===== config.mk =====
export PLATFORM = sky130hd
export DESIGN_NAME = keccak_padder
export DESIGN_NICKNAME = d
export VERILOG_FILES = /design/src/rtl/keccak_pkg.sv /design/src/rtl/keccak_padder.sv
export SDC_FILE = /design/constraint.sdc
export NUM_CORES = 2
export LEC_CHECK = 0
export CORE_AREA = 2 2 473 475
export DETAILED_ROUTE_END_ITERATION = 10
export DIE_AREA = 0 0 475 477
export HOLD_SLACK_MARGIN = 0.03
export MAX_ROUTING_LAYER = met4
export REMOVE_ABC_BUFFERS = 1
export SLEW_MARGIN = 15
export SYNTH_ARGS = -nofsm -noshare
export SYNTH_HDL_FRONTEND = slang
export SYNTH_SLANG_ARGS = --single-unit

===== constraint.sdc =====
create_clock -name clk -period 2.2 [get_ports clk]
set_input_delay 0.33 -clock clk [delete_from_list [all_inputs] [get_ports clk]]
set_output_delay 0.33 -clock clk [all_outputs]
set_load 0.02 [all_outputs]

===== src/rtl/keccak_pkg.sv =====
// Shared SHA-3 definitions: digest-size encodings, rate lookup, padding bytes.
// Used by the absorb padder, the permutation core and the AXI wrapper.
package keccak_pkg;

  localparam int RATE_MAX_BITS = 1152;

  // out_size / block_size encodings
  localparam logic [1:0] SHA3_512 = 2'b00;
  localparam logic [1:0] SHA3_384 = 2'b01;
  localparam logic [1:0] SHA3_256 = 2'b10;
  localparam logic [1:0] SHA3_224 = 2'b11;

  // SHA-3 domain separator + pad10*1 terminator
  localparam logic [7:0] PAD_START = 8'h06;
  localparam logic [7:0] PAD_END   = 8'h80;

  typedef enum logic {
    FILL = 1'b0,
    EMIT = 1'b1
  } padder_state_t;

  // Rate in bytes for a digest size.
  function automatic logic [7:0] rate_bytes(input logic [1:0] sz);
    case (sz)
      SHA3_512: rate_bytes = 8'd72;
      SHA3_384: rate_bytes = 8'd104;
      SHA3_256: rate_bytes = 8'd136;
      default:  rate_bytes = 8'd144;
    endcase
  endfunction

endpackage


===== src/rtl/keccak_padder.sv =====
// Absorb-side front end: packs 32-bit message words into a rate-sized block,
// applies SHA-3 padding on the final word and hands blocks to the permutation
// core over valid/ready.
//
// Ports:
//   clk, reset        clock, synchronous active-high reset
//   clear             soft reset, identical effect to reset
//   out_size          digest size, sampled on the first word of a message
//   in_data/in_last/in_bytes/in_valid/in_ready   word input (MSB-first bytes)
//   block_data/size/first/last/valid/ready      block output to the core
module keccak_padder #(
  parameter int RATE_MAX_BITS = 1152,
  parameter int WORD_W        = 32
) (
  input  logic                     clk,
  input  logic                     reset,
  input  logic                     clear,
  input  logic [1:0]               out_size,
  input  logic [WORD_W-1:0]        in_data,
  input  logic                     in_last,
  input  logic [1:0]               in_bytes,
  input  logic                     in_valid,
  output logic                     in_ready,
  output logic [RATE_MAX_BITS-1:0] block_data,
  output logic [1:0]               block_size,
  output logic                     block_first,
  output logic                     block_last,
  output logic                     block_valid,
  input  logic                     block_ready
);
  import keccak_pkg::*;

  localparam int NBYTES = RATE_MAX_BITS / 8;
  localparam int IW     = $clog2(NBYTES);
  localparam int CW     = $clog2(NBYTES / 4 + 1);

  padder_state_t             state, state_nxt;
  logic [CW-1:0]             word_cnt;
  logic                      first_flag;
  logic [NBYTES-1:0][7:0]    blk_buf, buf_nxt;

  logic                      accept, handshake, msg_start, word_full;
  logic [1:0]                cur_size;
  logic [7:0]                rate;
  logic [IW-1:0]             base, rate_last;
  logic [7:0]                lane;

  assign in_ready    = (state == FILL);
  assign block_valid = (state == EMIT);
  assign block_data  = blk_buf;
  // first_flag stays set until the first block of a message is taken
  assign block_first = block_valid && first_flag;

  assign accept    = in_valid && in_ready;
  assign handshake = block_valid && block_ready;

  // Rate follows out_size only on the opening word; afterwards the latched size
  assign msg_start = (word_cnt == '0) && first_flag;
  assign cur_size  = msg_start ? out_size : block_size;
  assign rate      = rate_bytes(cur_size);
  assign word_full = (word_cnt == CW'(rate >> 2) - CW'(1));
  assign rate_last = IW'(rate - 8'd1);
  assign base      = IW'({word_cnt, 2'b00});

  // Byte-lane write of the incoming word, with padding folded in on the
  // final word. The 0x80 is XORed so that a pad start landing on the last
  // rate byte yields 0x86.
  always_comb begin
    buf_nxt = blk_buf;
    lane    = '0;
    for (int j = 0; j < 4; j++) begin
      lane = in_data[WORD_W-1-8*j -: 8];
      if (in_last && (j >= int'(in_bytes))) lane = 8'h00;
      if (in_last && (j == int'(in_bytes))) lane = PAD_START;
      buf_nxt[base + IW'(j)] = lane;
    end
    if (in_last) buf_nxt[rate_last] = buf_nxt[rate_last] ^ PAD_END;
  end

  always_comb begin
    state_nxt = state;
    case (state)
      FILL:    if (accept && (in_last || word_full)) state_nxt = EMIT;
      EMIT:    if (block_ready) state_nxt = FILL;
      default: state_nxt = FILL;
    endcase
  end

  always_ff @(posedge clk) begin
    if (reset || clear) begin
      state      <= FILL;
      word_cnt   <= '0;
      first_flag <= 1'b1;
      blk_buf    <= '0;
      block_size <= '0;
      block_last <= 1'b0;
    end else begin
      state <= state_nxt;
      if (accept) begin
        blk_buf <= buf_nxt;
        if (msg_start) block_size <= out_size;
        if (in_last) block_last <= 1'b1;
        else         word_cnt   <= word_cnt + CW'(1);
      end
      if (handshake) begin
        blk_buf    <= '0;
        word_cnt   <= '0;
        first_flag <= block_last;
        block_last <= 1'b0;
      end
    end
  end

endmodule

[After elaboration in Yosys (flattened, before gate mapping)]
Index checks and enable logic that the tools add are counted.
Storage, ports and cells
  register bits after elaboration: 1163
  bits of input ports: 42
  output and inout port bits: 1158
  word-level logic and storage cells: 233
Operators by class
  $add $sub $neg: 6
  $lt $le $gt $ge: 13
  equal/unequal tests: 6
  mux-type cells: 31
  bitwise gates (word level): 3
  reductions and logical operators: 25
Operators by type and width (number)
  $bwmux 1152: 5
  $mux 1152: 1
  $demux 8 s8: 4
  $mux 8: 14
  $bmux 8 s8: 1
  $demux 8 s6: 1
  $lt 8x9->1 const B: 5
  $ge 8x1->1 const B: 5
  $pmux 8 s3: 1
  $logic_and 1x1->1: 17
  $add 8x2->8 const B: 2
  $add 8x1->8 const B: 1
  $sub 8x1->8 const B: 1
  $add 6x1->6 const B: 1
  $eq 6x6->1: 1
  $logic_not 6->1: 1
  $sub 6x1->6 const B: 1
  $eq 2x2->1 const A: 2
  $ge 1x2->1 const A: 2
  $logic_not 2->1: 2
  $reduce_and 2->1: 2
  $not 1->1: 3
  $eq 1x2->1 const A: 1
  $eq 2x1->1 const B: 1
  7 further kinds: 9

[Logic depth before layout (Yosys ltp)]
  depth in word-level cells: 13
  depth in mapped cells: 10
  gate-level depth less buffers: 7

[Least setup slack after synthesis]
No wires, ideal clock.
  path kind: register to register
  start: reg word_cnt[0]
  end: reg blk_buf (netlist bit block_data[1087])
  library setup time: 0.119 ns
  arrival: 2.073 ns
  required time: 2.081 ns
  slack: 0.008 ns
  cell stages (with the launch flop): 9
  path buffers: 1
  clock period less this slack: 2.192 ns
  cell sequence: dfxtp_1 -> clkbuf_1 -> inv_2 -> ha_1 -> and3b_1 -> and4_1 -> o21ai_0 -> mux2_2 -> o221a_2
Between the ends
  longest elaborated chain between the ends: 13
  elaborated cells on any way between the ends: 45
  classes of those cells: add/sub: 4; order compare: 10; eq/ne: 2; mux: 20; bitwise: 1; reduce/logical: 8
Ends and longest elaborated chain
  start, declared: line keccak_padder.sv:38  | logic [CW-1:0] word_cnt;
  start signal, assigned: line keccak_padder.sv:103  | else word_cnt <= word_cnt + CW'(1);
  $add 8x1->8, or another cell as far along: line keccak_padder.sv:75  | buf_nxt[base + IW'(j)] = lane;
  $lt 8x9->1 (not written as such), or another cell as far along: line keccak_padder.sv:75
  $logic_and 1x1->1 (not written as such) or $mux 8 (tied branches): line keccak_padder.sv:75
  $mux 8 (not written as such) or $demux 8 s6 (tied branches): line keccak_padder.sv:75
  $demux 8 s8 or $bwmux 1152 (tied branches): line keccak_padder.sv:75
  $bwmux 1152 (3 in a row): line keccak_padder.sv:75
  $bmux 8 s8: line keccak_padder.sv:77  | if (in_last) buf_nxt[rate_last] = buf_nxt[rate_last] ^ PAD_END;
  $mux 8 (not written as such): line keccak_padder.sv:77
  $not 1->1 (no line)
  $bwmux 1152: line keccak_padder.sv:77
  $mux 1152 (*): line keccak_padder.sv:77
  end signal, assigned: line keccak_padder.sv:100  | blk_buf <= buf_nxt;
  end, declared: line keccak_padder.sv:40  | logic [NBYTES-1:0][7:0] blk_buf, buf_nxt;
Mark *: on every way between the ends. The rest lies on a longest branch, timed or not. The select of a mux whose other input is x is not followed.
A chain may end at the register's enable or synchronous reset.

==> results by group <==
Critical path
  – Worst R2R End: block_data[575]$_SDFFE_PP0P_
  – Critical Path Max Stage Delay: 0.69 ns
  – Reg2reg setup slack: about 0.10 ns
  – CP startpoint kind: register
  – Worst path required time: 1.87 ns
  – CP arrival: approximately 1.8 ns
  – FF-to-FF path depth: 7
  – Crit. End Element: primary output
  – Slowest CP cell: clkdlybuf4s50_1
  – Launching point of the worst reg2reg path: word_cnt[0]$_SDFFE_PP0P_
  – CP cell instances: clkdlybuf4s50_1
  – Family with the most delay on the worst path: buffers and inverters
  – WP buf/inv: 1
  – Setup CP Type: reg -> out
  – CP max FO: 2

Cells and area
  – Most frequent cells in the layout: nor2_1 (2009), dfxtp_1 (1157), clkdlybuf4s50_1 (1064)
  – Share of cells above drive strength 1: 11.1%
  – Post-layout util: just under 30%
  – Most common cell after layout, fill and taps aside: nor2_1
  – Final net count: 6458
  – Layout area overhead: 56.9%

Timing
  – Fin crit share: 96.2%
  – Slew Viols, Final: 0
  – Final setup violation count: 0
  – Setup WS post-layout: 0.0837 ns
  – RSZ-0062 raised after global routing: true
  – Crit path time final: around 2.1 ns
  – Slew @ Worst Pin: 0.625 ns
  – Final Hold Viols: 0
  – Max_slew headroom: 58.3%
  – Worst Skew: approximately 0.043 ns
  – Achievable Freq: between 0.4 and 0.5 GHz
  – TNS Setup: 0 ns

GRT
  – First-pass GRT wire length: 288 mm
  – Overflow after GRT: 0
  – Pin count of the biggest net entering global routing: 82
  – Antenna violations before repair: 12
  – GRT Total Usage: 18.1%
  – Vias in the first global route: between 30000 and 40000

Synth
  – Seq/Total Area, Yosys: 56.1%
  – Number of unique standard cell types used by synthesis: 77
  – Mapped Area: between 40000 and 50000 µm²
  – Synth Register Bits: 1163
  – Post-synth EDFFs: 0
  – Top cell type's share of synthesized area: 56.1%
  – Synth Flop Type: dfxtp_1
  – Mapped Cells: roughly 5200
  – Fraction of registers with async set/reset: 0%
  – Syn_area_per_cell: about 8 µm²
  – Top cell type by total area after synthesis: dfxtp_1
  – Largest cells by area after synthesis: dfxtp_1 (56%), nor2_1 (18%), a21oi_1 (11%)
  – Yosys warning total: 0

Clock tree
  – Depth of the CTS H-tree: 4
  – Root Driver: clkbuf_16
  – CTS buffer count: 132
  – Maximum clock path buffer count: 3
  – Clock sinks: 1163
  – CTS tree: yes
  – Worst skew pair latency: 0.77 ns
  – Clock-pin slew on the worst setup and hold paths: 0.06 ns

Floorplan
  – Top Ports: 1200
  – Core Region: 221000 µm²
  – Initial core utilization: about a fifth
  – Die area: 227000 µm²
  – Chip height: ~480 µm
  – Die width: 475 µm
  – # rows: 173

Detailed routing
  – Post-route ant nets: 0
  – Vias per cell: 4.33
  – Iteration count of the initial detailed-routing pass: 6
  – Drt drc: 0
  – Initial DRC count: around 3100
  – Vias: 41155
  – Mean routed wirelength per cell: 21.9 µm
  – WL final: 208 mm

Power and ir drop
  – Max VDD drop: 0.699 mV
  – P_sw: 0.0115 W
  – Part of the power in combinational logic: 5.8%
  – Clk pwr share: between 40% and 50%
  – Tot Pwr: approximately 0.047 W
  – Cell-internal power: between 0.03 and 0.04 W
  – Pwr Density: 715 nW/µm²
  – Sw Share: 24.8%
  – Reg power frac: 45.4%
  – P_leak: 23.7 nW

Min path
  – WHS Endpoint: block_size[0]$_SDFFE_PP0P_
  – Min-delay worst type: in -> reg
  – Hold path depth: 2
  – Hold_sp: reset

Placed design
  – GPL Wtd Cong: 0.880
  – # port buffers: 1199
  – Post-DP HPWL: 152 mm
  – Dpl ws: -0.381 ns

Flow run
  – Max-cap viol count: 0

Outcome
  – Run status: finished, final reports clean
==> cells by family (layout without fill, tap and decap cells) <==
kind of cell / Yosys count / count (layout) / synth area share, %
AND/OR/NAND/NOR: 2284 / 2284 / 21.9
multiplexers: 6 / 6 / 0.148
XOR/XNOR: 7 / 7 / 0.148
AO/OA/AOI/OAI: 1239 / 1239 / 16.8
other: 0 / 6 / 0
flip-flops: 1163 / 1163 / 56.1
adder cells (fa/ha/maj): 2 / 2 / 0.0603
buffers and inverters: 493 / 1814 / 4.83
==> per-layer routing <==
metal  vias to the layer above  wire (µm)  GRT usage, %
met4                         0       8290          7.03
met3                       357      18200          4.98
met1                     19450      86300          21.5
met5                         -          0             -
met2                      1854      95300          28.8
li1                      19494          -             -
==> power by group through the flow <==
stage / Combinational [W] / Clock, W / Sequential (W)
after floorplan: 0.000741 / 0 / 0.0216
after global placement: 0.00266 / 0 / 0.0216
after detailed placement: 0.00268 / 0 / 0.0216
after CTS: 0.00268 / 0.0232 / 0.0211
after global routing: 0.00276 / 0.0241 / 0.0211
final: 0.00268 / 0.0227 / 0.0211
==> stage by stage <==
stage / hold slack (ns) / instances / instance area [µm²]
CTS: 0.105 / 9480 / 64900
finish: 0.199 / 9496 / 65100
detailed placement: 0.448 / 9245 / 60500
global route: 0.145 / 9491 / 65100
floorplan: 0.407 / 4708 / 39500
global placement: 0.442 / 9245 / 60500
==> layout make-up <==
cell class                 count  area (µm²)
tap                         2975        3720
timing repair buffer        1572       16800
fill                       23159      156000
multi-input combinational   3538       16800
clock inverter                44         633
antenna                        6        15.0
sequential                  1163       23300
inverter                       7        26.3
clock buffer                 191        3810
==> Yosys cell counts, types with 3 or more instances <==
cell,number
nand2b_1,5
nor2_4,5
a211oi_1,214
and3b_1,3
xor2_1,3
a21boi_0,3
mux2i_1,5
o21ai_0,15
a31oi_1,11
buf_4,12
nand4_1,3
and3_1,7
buf_2,69
nand3_1,42
inv_1,5
and2_1,4
a311oi_1,4
nor2_2,9
nor3_4,4
nor4_1,15
nor3b_1,3
nor2_1,2011
o221a_2,12
clkbuf_1,399
a21oi_1,951
a21o_1,3
dfxtp_1,1163
nor3_1,7
xnor2_1,4
nand2_1,121
nor3_2,10
nor2b_1,7
buf_6,3
or4_1,5
==> repair_timing <==
| item | in CTS | in global routing |
|---|---|---|
| gates resized for setup | 105 | 54 |
| pin swaps | 1 | 5 |
| gates cloned | 0 | 1 |
| buffers inserted | 0 | 9 |
| hold buffers | 0 | 0 |
| endpoints found under the setup margin | 126 | 111 |
==> worst max-delay path by stage <==
stage                             start                             to  depth (start not counted)
6_report                       register                block_data[493]                          1
5_1_grt        word_cnt[1]$_SDFFE_PP0P_  block_data[1087]$_SDFFE_PP0P_                          8
4_1_cts                        register               block_data[1071]                          1
3_5_place_dp                   in_valid                       register                          8
3_3_place_gp                   in_valid                       register                          8
2_1_floorplan    block_valid$_SDFF_PP0_                       register                          3
Power figures use the tool's default switching activity.
